**src/rtl/lagarto_pkg.sv**
```systemverilog
// Shared writeback types and constants for the Lagarto register-file write path.
package lagarto_pkg;

    localparam int XLEN           = 32;
    localparam int REG_AW         = 5;
    localparam int NREG           = 32;
    localparam int QDEPTH_DEF     = 2;
    localparam int STARVE_MAX_DEF = 4;

    localparam logic [REG_AW-1:0] X0 = '0;

    typedef struct packed {
        logic [REG_AW-1:0] rd;
        logic [XLEN-1:0]   data;
    } wb_entry_t;

endpackage

```
**src/rtl/wb_fifo.sv**
```systemverilog
// Small synchronous FIFO with occupancy count; pushes when full and pops when empty are ignored.
module wb_fifo #(
    parameter int DEPTH = 2,
    parameter int W     = 8
) (
    input  logic         clk_i,
    input  logic         rst_i,
    input  logic         push_i,
    input  logic [W-1:0] wdata_i,
    input  logic         pop_i,
    output logic [W-1:0] rdata_o,
    output logic         full_o,
    output logic         empty_o
);

    localparam int AW = (DEPTH > 1) ? $clog2(DEPTH) : 1;
    localparam int CW = $clog2(DEPTH + 1);

    logic [W-1:0]  mem [DEPTH];
    logic [AW-1:0] wr_ptr;
    logic [AW-1:0] rd_ptr;
    logic [CW-1:0] count;
    logic          do_push;
    logic          do_pop;

    function automatic logic [AW-1:0] ptr_inc(input logic [AW-1:0] p);
        return (p == AW'(DEPTH - 1)) ? '0 : p + AW'(1);
    endfunction

    assign full_o  = (count == CW'(DEPTH));
    assign empty_o = (count == '0);
    assign do_push = push_i && !full_o;
    assign do_pop  = pop_i && !empty_o;
    assign rdata_o = mem[rd_ptr];

    always_ff @(posedge clk_i) begin
        if (do_push) begin
            mem[wr_ptr] <= wdata_i;
        end
    end

    always_ff @(posedge clk_i) begin
        if (rst_i) begin
            wr_ptr <= '0;
            rd_ptr <= '0;
            count  <= '0;
        end else begin
            if (do_push) begin
                wr_ptr <= ptr_inc(wr_ptr);
            end
            if (do_pop) begin
                rd_ptr <= ptr_inc(rd_ptr);
            end
            if (do_push && !do_pop) begin
                count <= count + CW'(1);
            end else if (!do_push && do_pop) begin
                count <= count - CW'(1);
            end
        end
    end

endmodule

```
**src/rtl/wb_arbiter.sv**
```systemverilog
// Register-file write-port owner: merges ALU and queued long-latency results,
// prevents queue starvation, and tracks pending destinations for decode hazards.
module wb_arbiter
    import lagarto_pkg::*;
#(
    parameter int QDEPTH     = QDEPTH_DEF,
    parameter int STARVE_MAX = STARVE_MAX_DEF
) (
    input  logic              clk_i,
    input  logic              rst_i,
    input  logic              alu_valid_i,
    input  logic [REG_AW-1:0] alu_rd_i,
    input  logic [XLEN-1:0]   alu_data_i,
    output logic              wb_stall_o,
    input  logic              slow_valid_i,
    input  logic [REG_AW-1:0] slow_rd_i,
    input  logic [XLEN-1:0]   slow_data_i,
    output logic              slow_ready_o,
    input  logic              issue_i,
    input  logic [REG_AW-1:0] issue_rd_i,
    input  logic [REG_AW-1:0] dec_rs1_i,
    input  logic [REG_AW-1:0] dec_rs2_i,
    input  logic [REG_AW-1:0] dec_rd_i,
    output logic              hazard_o,
    output logic [REG_AW-1:0] rd_o,
    output logic [XLEN-1:0]   datord_o,
    output logic              wren_o
);

    localparam int CNT_W = (STARVE_MAX > 1) ? $clog2(STARVE_MAX) : 1;

    wb_entry_t        slow_in;
    wb_entry_t        q_head;
    logic             q_full;
    logic             q_empty;
    logic             q_push;
    logic             q_pop;
    logic             force_q;
    logic [CNT_W-1:0] starve_cnt;
    logic [NREG-1:0]  pending_q;
    logic [NREG-1:0]  pending_d;

    assign slow_in      = '{rd: slow_rd_i, data: slow_data_i};
    // Ready is withheld when full even if the head pops this cycle.
    assign slow_ready_o = !rst_i && !q_full;
    assign q_push       = slow_valid_i && slow_ready_o;

    wb_fifo #(
        .DEPTH (QDEPTH),
        .W     ($bits(wb_entry_t))
    ) u_fifo (
        .clk_i   (clk_i),
        .rst_i   (rst_i),
        .push_i  (q_push),
        .wdata_i (slow_in),
        .pop_i   (q_pop),
        .rdata_o (q_head),
        .full_o  (q_full),
        .empty_o (q_empty)
    );

    always_comb begin
        q_pop      = 1'b0;
        wb_stall_o = 1'b0;
        wren_o     = 1'b0;
        rd_o       = X0;
        datord_o   = '0;
        if (!rst_i) begin
            if (force_q && !q_empty) begin
                q_pop      = 1'b1;
                wb_stall_o = alu_valid_i;
                rd_o       = q_head.rd;
                datord_o   = q_head.data;
                wren_o     = (q_head.rd != X0);
            end else if (alu_valid_i) begin
                rd_o     = alu_rd_i;
                datord_o = alu_data_i;
                wren_o   = (alu_rd_i != X0);
            end else if (!q_empty) begin
                q_pop    = 1'b1;
                rd_o     = q_head.rd;
                datord_o = q_head.data;
                wren_o   = (q_head.rd != X0);
            end
        end
    end

    always_ff @(posedge clk_i) begin
        if (rst_i) begin
            starve_cnt <= '0;
            force_q    <= 1'b0;
        end else if (q_empty || q_pop) begin
            starve_cnt <= '0;
            force_q    <= 1'b0;
        end else if (starve_cnt == CNT_W'(STARVE_MAX - 1)) begin
            force_q <= 1'b1;
        end else begin
            starve_cnt <= starve_cnt + CNT_W'(1);
        end
    end

    // Clear before set so a same-cycle re-issue keeps the register pending.
    always_comb begin
        pending_d = pending_q;
        if (q_pop && q_head.rd != X0) begin
            pending_d[q_head.rd] = 1'b0;
        end
        if (issue_i && issue_rd_i != X0) begin
            pending_d[issue_rd_i] = 1'b1;
        end
    end

    always_ff @(posedge clk_i) begin
        if (rst_i) begin
            pending_q <= '0;
        end else begin
            pending_q <= pending_d;
        end
    end

    assign hazard_o = !rst_i && (
                          (dec_rs1_i != X0 && pending_q[dec_rs1_i]) ||
                          (dec_rs2_i != X0 && pending_q[dec_rs2_i]) ||
                          (dec_rd_i  != X0 && pending_q[dec_rd_i]));

endmodule
```
**config.mk**
```make
export PLATFORM = sky130hd
export DESIGN_NAME = wb_arbiter
export DESIGN_NICKNAME = d
export VERILOG_FILES = /design/src/rtl/lagarto_pkg.sv /design/src/rtl/wb_fifo.sv /design/src/rtl/wb_arbiter.sv
export SDC_FILE = /design/constraint.sdc
export NUM_CORES = 1
export LEC_CHECK = 0
export BUFFER_PORTS_ARGS = -buffer_cell sky130_fd_sc_hd__buf_4
export CAP_MARGIN = 10
export CORE_UTILIZATION = 45
export CTS_CLUSTER_SIZE = 8
export DETAILED_ROUTE_END_ITERATION = 12
export HOLD_SLACK_MARGIN = 0.15
export PLACE_DENSITY = 0.69
export SLEW_MARGIN = 20
export SYNTH_ARGS = -nofsm -noshare
export SYNTH_HDL_FRONTEND = slang
export SYNTH_SLANG_ARGS = --single-unit
```
**constraint.sdc**
```tcl
create_clock -name clk_i -period 3.17 [get_ports clk_i]
set_input_delay 0.317 -clock clk_i [delete_from_list [all_inputs] [get_ports clk_i]]
set_output_delay 0.317 -clock clk_i [all_outputs]
set_load 0.03 [all_outputs]
```
# After elaboration in Yosys (flattened, before gate mapping)
# Memory sizes are Yosys's and may differ from the RTL's. A register that Yosys moved wholly into a read port is not among the register bits.
# Cells that the tools add are included.
# totals
ff_bits,39
mem_bits_rw,74
input_bits,99
word_cells,94
n_memories,1
# classes
addsub,5
order_cmp,7
n_eq_ne,2
muxes,38
n_bitwise,3
n_reduce_logical,32
# mem_list
memory,words,word_bits,read_ports,rd_ports_with_merged_regs,write_ports,line_no,rtl
u_fifo.mem,2,37,1,1,1,wb_fifo.sv:19,logic [W-1:0] mem [DEPTH];
# ops
operator,count
2-to-1 mux 32 bit,6
bitwise AND 32 bit,1
NOT 32 bit,1
OR 32 bit,1
less-than comparator 5 x 6 -> 1 bit (second input constant),5
nonzero test 5 bit,6
2-to-1 mux 1 bit,21
2-to-1 mux 5 bit,4
binary-select mux 1 bit (select 5 bit),3
logical AND 1 bit,15
demux 1 bit (select 5 bit),2
greater-or-equal comparator 5 x 1 -> 1 bit (second input constant),2
logical NOT 1 bit,5
adder 2 x 1 -> 2 bit (second input constant),2
== test 2 bit (second input constant),2
2-to-1 mux 2 bit,2
logical OR 1 bit,3
adder 1 bit (second input constant),2
logical NOT 2 bit,1
nonzero test 2 bit,1
OR reduction 2 bit,1
subtractor 2 x 1 -> 2 bit (second input constant),1

# Depth between registers and ports, before layout
# Gate-level depths: netlist (run 1).
# depth
depth_word,9
mapped_depth,9
mapped_depth_nobuf,8

# Hierarchy
# Synthesis (run 1) repeated with hierarchy kept, for this count alone.
# hier_totals
hier_cells,455
hier_area_um2,5635.4
# by_module_without_submodules
mod,n_inst,cells_each,area_per_inst_um2,seq_area_each_um2
wb_fifo,1,140,2884.0,2322.2
wb_arbiter,1,315,2751.4,700.7

# Least setup slack after synthesis (run 1)
# No wires, ideal clock.
# synth_path
path_type,register -> register
from,register u_fifo.count[0]
to,"memory u_fifo.mem[0][0] (netlist name), enable pin"
setup_ns,0.431
t_arrival_ns,2.829
required_time_ns,2.739
setup_slack_ns,-0.090
stages_incl_launch_ff,5
path_buffers,0
period_less_slack_ns,3.260
cell_sequence,dfxtp_1 > inv_1 > a21oi_1 > nand2_1 > nor2_1
# synth_via
elab_chain_len,7
# synth_rtl
item,line_no,rtl
from (decl),wb_fifo.sv:22,logic [CW-1:0] count;
from (signal assigned),wb_fifo.sv:55,count <= count + CW'(1);
from (signal assigned),wb_fifo.sv:57,count <= count - CW'(1);
== test 2 bit,wb_fifo.sv:30,assign full_o = (count == CW'(DEPTH));
logical NOT 1 bit,wb_arbiter.sv:45,assign slow_ready_o = !rst_i && !q_full;
logical AND 1 bit,wb_arbiter.sv:45,
via slow_ready_o,wb_arbiter.sv:18,"output logic slow_ready_o,"
logical AND 1 bit,wb_arbiter.sv:46,assign q_push = slow_valid_i && slow_ready_o;
logical AND 1 bit,wb_fifo.sv:32,assign do_push = push_i && !full_o;
2-to-1 mux 1 bit,wb_fifo.sv:37,if (do_push) begin
2-to-1 mux 1 bit (not written as such),wb_fifo.sv:38,mem[wr_ptr] <= wdata_i;
to (decl),wb_fifo.sv:19,
# The timed path passes the listed nets, and every way through them passes these cells.

# Final worst setup path (run 1)
# layout_path
from,register u_fifo.count[0]
to,output port datord_o[6]
# layout_via
elab_chain_len,5
word_cells_on_any_way,7
# layout_rtl
item,line_no,rtl
logical NOT 2 bit (*),wb_fifo.sv:31,assign empty_o = (count == '0);
2-to-1 mux 32 bit or logical NOT 1 bit (tied branches),"wb_arbiter.sv:79, wb_arbiter.sv:69",
2-to-1 mux 32 bit or logical AND 1 bit (tied branches),"wb_arbiter.sv:75, wb_arbiter.sv:69",
2-to-1 mux 32 bit (*),wb_arbiter.sv:69,if (force_q && !q_empty) begin
2-to-1 mux 32 bit (*),wb_arbiter.sv:68,if (!rst_i) begin
to (decl),wb_arbiter.sv:26,"output logic [XLEN-1:0] datord_o,"
# Every way passes the cells marked *; elsewhere a longest branch is shown, timed or not.

==> results of run 1 <==
## power by group through the flow
| stage | Sequential [uW] | Clock (uW) | Combinational, uW |
|---|---|---|---|
| 6_report | 1680 | 1920 | 772 |
| 5_1_grt | 1690 | 2020 | 826 |
| 4_1_cts | 1680 | 1950 | 768 |
| 3_5_place_dp | 1710 | 0 | 727 |
| 3_3_place_gp | 1710 | 0 | 714 |
| 2_1_floorplan | 1700 | 0 | 459 |
## state kept, by name (all words and copies together), names as in the netlist, named ones only
signal         cells
force_q            1
pending_q         31
starve_cnt         2
u_fifo.count       2
u_fifo.mem        74
u_fifo.rd_ptr      1
u_fifo.wr_ptr      1
## synth_stat cells, types with 8 or more instances
cell,number,share of area [%]
nand2_1,84,5.6
edfxtp_1,74,39
o21ai_0,68,6.0
mux2i_1,46,8.1
dfxtp_1,39,14
a21oi_1,38,3.4
nor2_1,29,1.9
mux4_2,13,5.2
nor2b_1,12,1.3
clkbuf_1,10,0.66
inv_1,9,0.60
mux2_2,8,1.6
## routing by layer
| layer | up-vias | GRT usage [%] | part of all wire, % |
|---|---|---|---|
| met4 | 0 | 8.23 | 1.2 |
| li1 | 2277 | - | - |
| met2 | 174 | 44.0 | 52 |
| met5 | - | 0 | 0 |
| met1 | 2289 | 27.2 | 41 |
| met3 | 21 | 6.99 | 5.9 |
## final timing paths
path / endpoint / startpoint / cells past startpoint / slack, ps
max: datord_o[6] / u_fifo.count[0] / 7 / 330
min: pending_q[2] / issue_rd_i[2] / 4 / 250
max reg2reg: pending_q[8] / flop / 5 / 1210
min reg2reg: pending_q[7] / pending_q[7] / 2 / 510
## worst max-delay path: cells and delay by family, from the launching register on
family	cells	cell delay (ps)
buffers and inverters	2	510
and+or+nand+nor	3	890
DFF	1	370
AOI/OAI and AO/OA	2	350
## kinds of logic (layout without fill, tap and decap cells)
group,after synthesis,after routing,synth area share [%]
AND/OR/NAND/NOR,161,161,12.8
AO/OA/AOI/OAI,134,134,13.4
flip-flops,113,113,52.9
adder cells (fa/ha/maj),2,2,0.441
XOR/XNOR,5,5,0.772
multiplexers,68,68,15.3
buffers and inverters,39,225,4.28
## per-stage QoR
step	total power, uW	setup WS [ps]	utilization (%)	std cells	instance area (um2)
2_1_floorplan	2160	512	-	522	5680
3_3_place_gp	2420	893	55.8	807	6790
3_5_place_dp	2440	800	55.8	807	6790
4_1_cts	4400	363	63.8	876	7760
5_1_grt	4530	138	63.8	876	7760
6_report	4380	326	63.8	876	7760
## cell type report
cell class / count / area share, %
clock buffer: 21 / 5.67
multi-input combinational: 370 / 31.4
timing repair buffer: 184 / 19.0
clock inverter: 11 / 2.09
tap: 168 / 2.71
sequential: 113 / 38.7
inverter: 9 / 0.435
==> flow_summary.yaml, run 1 <==
synth:
  synth_edf_count: 74
  ys_ff_latch: 113
  yosysWarnings: 0
  ys_seq_area_share_pct: 52.9
  synth.distinct_cells: 50
  syn_avg_cell_area_um2: 10.9
  synth_nets: 623
  syn_area_um2: 5670
  synth_flop_cell: "edfxtp_1"
  synthArstFlopShare_pct: 0
  postSynthCellCount: 522
drt:
  via_per_inst: 5.43
  routed_wl_um: 15100
  postRouteAntennaNets: 0
  dr.pass1.iters: 4
  drt-initial-drc-count: 280
  route.detailed.drc: 0
  via_count: 4761
  wl_per_cell_um: 17.2
final_layout:
  num-fill-cells: 943
  drive_gt1_share_pct: 28.7
  multiInputGateArea_um2: 2440
  layout.nets: 796
  final_cell_mix: "buf_4 (147), nand2_1 (84), edfxtp_1 (74), o21ai_0 (68), mux2i_1 (46)"
  regArea_um2: 3000
  layout_commonest_cell: "buf_4"
  area_delta_synth_final_pct: 36.8
  antennaDiodeCount: 0
setup_path:
  critPathSlowestCell: "nor2_2"
  start_kind: "flop"
  cp_data_arrival_time_ps: 2530
  crit_fanout: 19
  crit_path_end_kind: "output pin"
  crit_chain: "o21ai_0 -> nand2_1 -> nor2_2 -> buf_4 -> nand2_1 -> o21ai_0 -> buf_4"
  max_stage_delay_ps: 690
  critical_path_class: "flop to output pin"
  cp.required_ps: 2850
floorplanning:
  initial_core_util_pct: 46.7
  die_width_um: 114
  coreArea_um2: 12200
  rows: 40
  dieHeight_um: 114
  die-area_um2: 13100
  io_pins: 140
cts:
  cts_tree: "built"
  ctsRootBufferMaster: "clkbuf_16"
  clk_pin_slew_worst_paths_ps: 50
  cts_hold_buf: 37
  tritoncts.num_buffers: 17
  htreeDepth: 4
  clk_latency_ps: 400
  postCtsSetupRepairBufs: 0
  clock_path_buffers: 2
  clkSinkCount: 113
  cts_resized: 0
timing:
  finalSetupViolations: 0
  finClkSkew_ps: 4.95
  setup_tns_ps: 0
  tightest_slew_ps: 889
  slew_violations: 0
  hold_slack_ps: 254
  rsz0062_at_grt: "false"
  fin_crit_ps: 2840
  fin_crit_sh_pct: 89.7
  max_freq_mhz: 352
  relSlewSlack_pct: 40.7
  hold_violations: 0
placement:
  dp_hpwl_um: 10600
  gp_congestion: 0.844
  port_buffers: 139
global_route:
  grt_usage_pct: 24.2
  antenna_found_initial: 0
  grt_pass1_vias: 4922
  grt_max_degree: 44
  grt_overflow: 0
  grt_pass1_wl_um: 24100
min_path:
  min_path_type: "primary input to flop"
power_and_ir_drop:
  p_switching_uw: 1100
  peakVddDrop_mv: 0.365
  sw_frac_of_total_pct: 25.0
  p_leak_uw: 0.00291
  pwr-share-clk_pct: 43.9
  p_int_uw: 3280
  seqPwrFrac_pct: 38.5
  power.density_nw_per_um2: 564
  comb_power_share_pct: 17.6
run_status:
  outcome: "finished clean"
run:
  cap_violations: 0
Note: power is estimated with default switching activity, not from simulation.
==> run 2, diff against run 1 <==
--- a/config.mk
+++ b/config.mk
@@ -5,8 +5,8 @@
 export SDC_FILE = /design/constraint.sdc
 export NUM_CORES = 1
 export LEC_CHECK = 0
-export BUFFER_PORTS_ARGS = -buffer_cell sky130_fd_sc_hd__buf_4
-export CAP_MARGIN = 10
+export BUFFER_PORTS_ARGS = -buffer_cell sky130_fd_sc_hd__buf_2
+export CAP_MARGIN = 20
 export CORE_UTILIZATION = 45
 export CTS_CLUSTER_SIZE = 8
 export DETAILED_ROUTE_END_ITERATION = 12
==> flow_summary.yaml, run 2 (same netlist as run 1, synthesis figures left out) <==
run_status:
  outcome: "finished clean"
final_layout:
  reg.largest.list: "u_fifo.mem (74), pending_q (31)"
  largest_reg_flops: 74
  num-fill-cells: 978
  layout.nets: 796
  antennaDiodeCount: 0
  top_register: "u_fifo.mem"
  multiInputGateArea_um2: 2440
  regArea_um2: 3000
  area_delta_synth_final_pct: 30.3
  layout_commonest_cell: "buf_2"
  final_cell_mix: "buf_2 (139), nand2_1 (84), edfxtp_1 (74), o21ai_0 (68), mux2i_1 (46)"
  drive_gt1_share_pct: 28.4
setup_path:
  reg2reg_to: "pending_q[24]"
  max_stage_delay_ps: 660
  ff2ff_setup_slack_ps: 820
  worst-r2r-cell-count: 5
  cp.required_ps: 2850
  cp_data_arrival_time_ps: 2500
  critical_path_class: "flop to output pin"
  endpoint: "wren_o"
  crit_chain: "buf_4 -> nor3b_1 -> o22ai_1 -> o22ai_1 -> nor2_1 -> buf_2"
  crit_family: "flip-flops"
  start_kind: "flop"
  critical_path_buf_inv_count: 2
  crit_fanout: 20
  path_depth: 6
  critPathSlowestCell: "dfxtp_2"
  crit_path_end_kind: "output pin"
  path_common_cell: "o22ai_1"
drt:
  dr.pass1.iters: 5
  via_per_inst: 5.44
  route.detailed.drc: 0
  routed_wl_um: 14700
  wl_per_cell_um: 16.8
  drt-initial-drc-count: 257
  postRouteAntennaNets: 0
  via_count: 4766
power_and_ir_drop:
  p_leak_uw: 0.00280
  peakVddDrop_mv: 0.429
  power.density_nw_per_um2: 573
global_route:
  antenna_found_initial: 0
  met3_usage_pct: 5.61
  grt_pass1_vias: 4678
  grt_max_degree: 38
  grtUsageMet1_pct: 28.3
  top_usage_layer: "met2"
  grt_overflow: 0
  grt_usage_pct: 23.6
  use_met2_pct: 42.1
  grt_pass1_wl_um: 23500
floorplanning:
  die-area_um2: 13100
  dieHeight_um: 114
  initial_core_util_pct: 46.7
  die_width_um: 114
  rows: 40
  io_pins: 140
  coreArea_um2: 12200
run:
  cap_violations: 0
cts:
  ctsRootBufferMaster: "clkbuf_16"
  clkSinkCount: 113
  cts_resized: 0
  clock_path_buffers: 2
  clk_latency_ps: 410
  tritoncts.num_buffers: 17
  clk_pin_slew_worst_paths_ps: 50
  htreeDepth: 4
  cts_tree: "built"
timing:
  rsz0062_at_grt: "false"
  slew_violations: 0
  max_freq_mhz: 355
  hold_violations: 0
  setup_tns_ps: 0
  tightest_slew_ps: 771
  fin_crit_sh_pct: 88.7
  relSlewSlack_pct: 48.6
  hold_slack_ps: 266
  fin_crit_ps: 2810
  finClkSkew_ps: 7.03
  finalSetupViolations: 0
placement:
  dp_hpwl_um: 10100
  port_buffers: 139
  gp_congestion: 0.865
min_path:
  min_path_type: "primary input to flop"
[run 2: worst reg2reg max path: cells and delay by family, from the launching register on]
kind             cells  cell delay (ps)
AND/OR/NAND/NOR      1              550
multiplexers         1              410
flip-flops           1              660
AO/OA/AOI/OAI        3              600
[run 2: per-layer routing]
| layer | share of wire, % | routed length, um | vias up |
|---|---|---|---|
| met5 | 0 | 0 | - |
| met4 | 1.3 | 195 | 0 |
| met1 | 40 | 5920 | 2248 |
| li1 | - | - | 2282 |
| met2 | 52 | 7590 | 212 |
| met3 | 6.9 | 1020 | 24 |
[run 2: repair_timing]
action / in CTS / in global routing
endpoints found under the hold margin: 75 / 0
hold buffers: 38 / 0
setup buffers: 0 / 0
[run 2: worst min path at each step]
| stage | from | end | cells past startpoint |
|---|---|---|---|
| after floorplan | slow_data_i[0] | u_fifo.mem[0][0] | 0 |
| after global placement | starve_cnt[1] | starve_cnt[1] | 2 |
| after detailed placement | pending_q[18] | pending_q[18] | 2 |
| after CTS | issue_rd_i[2] | pending_q[3] | 4 |
| after global routing | issue_rd_i[2] | pending_q[1] | 4 |
| final | issue_rd_i[2] | pending_q[2] | 4 |
[run 2: area by class of cell]
class	count	share of cell area [%]
flip-flops and latches	113	40.6
inverters	9	0.457
multi-input cells	370	33.0
repair buffers	184	15.3
well taps	168	2.84
clock buffers	20	5.91
clock inverters	12	1.91
[run 2: report_power, final]
part / internal [uW] / leakage [uW] / total [uW] / switching [uW]
registers: 1650 / 0.000994 / 1700 / 53.6
clock network: 1220 / 0.000279 / 1850 / 631
logic: 266 / 0.00153 / 683 / 417
total: 3140 / 0.00280 / 4240 / 1100
[run 2: through the flow]
stage / power [uW] / instances / area, um2 / utilization (%) / setup slack (ps)
5_1_grt: 4390 / 876 / 7390 / 60.8 / 202
4_1_cts: 4260 / 876 / 7390 / 60.8 / 363
6_report: 4240 / 876 / 7390 / 60.8 / 357
3_5_place_dp: 2370 / 806 / 6440 / 52.9 / 777
3_3_place_gp: 2350 / 806 / 6440 / 52.9 / 783
2_1_floorplan: 2160 / 522 / 5680 / - / 512
==> run 3, diff against run 2 <==
--- a/config.mk
+++ b/config.mk
@@ -12,6 +12,7 @@
 export DETAILED_ROUTE_END_ITERATION = 12
 export HOLD_SLACK_MARGIN = 0.15
 export PLACE_DENSITY = 0.69
+export RECOVER_POWER = 100
 export SLEW_MARGIN = 20
 export SYNTH_ARGS = -nofsm -noshare
 export SYNTH_HDL_FRONTEND = slang
==> flow_summary.yaml, run 3 (same netlist as run 1, synthesis figures left out) <==
power_and_ir_drop:
  p_leak_uw: 0.00257
  power.density_nw_per_um2: 577
  peakVddDrop_mv: 0.426
setup_path:
  start_kind: "flop"
  crit_chain: "buf_4 -> nor3b_1 -> o22ai_1 -> o22ai_1 -> nor2_1 -> clkbuf_1"
  crit_family: "flip-flops"
  max_stage_delay_ps: 670
  crit_fanout: 20
  ff2ff_setup_slack_ps: 870
  critical_path_class: "flop to output pin"
  crit_path_end_kind: "output pin"
  cp.required_ps: 2850
  critical_path_buf_inv_count: 2
  path_common_cell: "o22ai_1"
  critPathSlowestCell: "dfxtp_2"
  cp_data_arrival_time_ps: 2540
floorplanning:
  coreArea_um2: 12200
  initial_core_util_pct: 46.7
  dieHeight_um: 114
  die_width_um: 114
  die-area_um2: 13100
  io_pins: 140
  rows: 40
drt:
  routed_wl_um: 14700
  dr.pass1.iters: 5
  drt-initial-drc-count: 239
  via_count: 4776
  route.detailed.drc: 0
  via_per_inst: 5.45
  postRouteAntennaNets: 0
  wl_per_cell_um: 16.8
global_route:
  grt_pass1_wl_um: 23500
  grt_max_degree: 38
  grt_overflow: 0
  grt_pass1_vias: 4678
  grt_usage_pct: 23.6
  antenna_found_initial: 0
cts:
  cts_resized: 0
  htreeDepth: 4
  clk_pin_slew_worst_paths_ps: 50
  clk_latency_ps: 410
  clock_path_buffers: 2
  tritoncts.num_buffers: 17
  ctsRootBufferMaster: "clkbuf_16"
  cts_tree: "built"
  clkSinkCount: 113
  postCtsSetupRepairBufs: 0
  cts_hold_buf: 38
timing:
  finClkSkew_ps: 9.15
  setup_tns_ps: 0
  rsz0062_at_grt: "false"
  finalSetupViolations: 0
  max_freq_mhz: 350
  worst_slack_ps: 316
  slew_violations: 0
  tightest_slew_ps: 1010
  fin_crit_ps: 2850
  fin_crit_sh_pct: 90.0
  relSlewSlack_pct: 32.6
  hold_violations: 0
final_layout:
  final_cell_mix: "nand2_1 (84), edfxtp_1 (74), clkbuf_1 (70), buf_2 (69), o21ai_0 (68)"
  reg.largest.list: "u_fifo.mem (74), pending_q (31)"
  largest_reg_flops: 74
  drive_gt1_share_pct: 18.8
  layout_commonest_cell: "nand2_1"
  top_register: "u_fifo.mem"
  layout.nets: 796
  antennaDiodeCount: 0
  area_delta_synth_final_pct: 28.8
  num-fill-cells: 1025
placement:
  dp_hpwl_um: 10100
  pre_cts_ws_ps: 777
  gp_congestion: 0.865
  port_buffers: 139
min_path:
  min_path_type: "primary input to flop"
run_status:
  outcome: "finished clean"
run:
  cap_violations: 0
==> run 3: cell count changes in the layout (fill, tap and decap cells not counted), sizes merged <==
cell	before	now
buf	146	74
clkbuf	20	92
==> run 3: final cells by class <==
type / count / area [um2] / area share, %
Clock inverter: 12 / 141 / 1.94
Sequential cell: 113 / 3000 / 41.1
Tap cell: 168 / 210 / 2.88
Timing Repair Buffer: 184 / 1040 / 14.2
Multi-Input combinational cell: 370 / 2440 / 33.4
Clock buffer: 20 / 437 / 5.98
Inverter: 9 / 33.8 / 0.462
==> run 3: through the flow <==
stage                     std cells  utilization (%)  hold WS [ps]  power (uW)  area (um2)
after global placement          806             52.9           479        2350        6440
after floorplan                 522                -           416        2160        5680
final                           876             60.1           269        4220        7310
after global routing            876             60.1           295        4380        7310
after detailed placement        806             52.9           506        2370        6440
after CTS                       876             60.8           254        4260        7390
==> run 3: worst paths after layout <==
check                startpoint       endpoint  cells past startpoint
setup / recovery           flop         wren_o                      6
hold / removal    issue_rd_i[2]   pending_q[3]                      4
setup reg to reg           flop  pending_q[24]                      5
hold reg to reg   starve_cnt[1]  starve_cnt[1]                      2
==> run 3: metal layers <==
| metal | vias up | share of wire, % | global-route usage (%) |
|---|---|---|---|
| met5 | - | 0 | 0 |
| met4 | 0 | 1.2 | 7.10 |
| met3 | 21 | 6.6 | 5.61 |
| met2 | 191 | 52 | 42.1 |
| met1 | 2278 | 40 | 28.3 |
| li1 | 2286 | - | - |
==> run 3: worst min-delay path, stage by stage <==
cell and delay [ps]:
buf_2 120, nor4_1 80, nand2_1 60, a21oi_1 50
==> run 3: report_power, final <==
part	internal, uW	switching, uW	leakage [uW]
Combinational	247	417	0.00130
Sequential	1650	53.9	0.000994
Clock	1220	629	0.000279
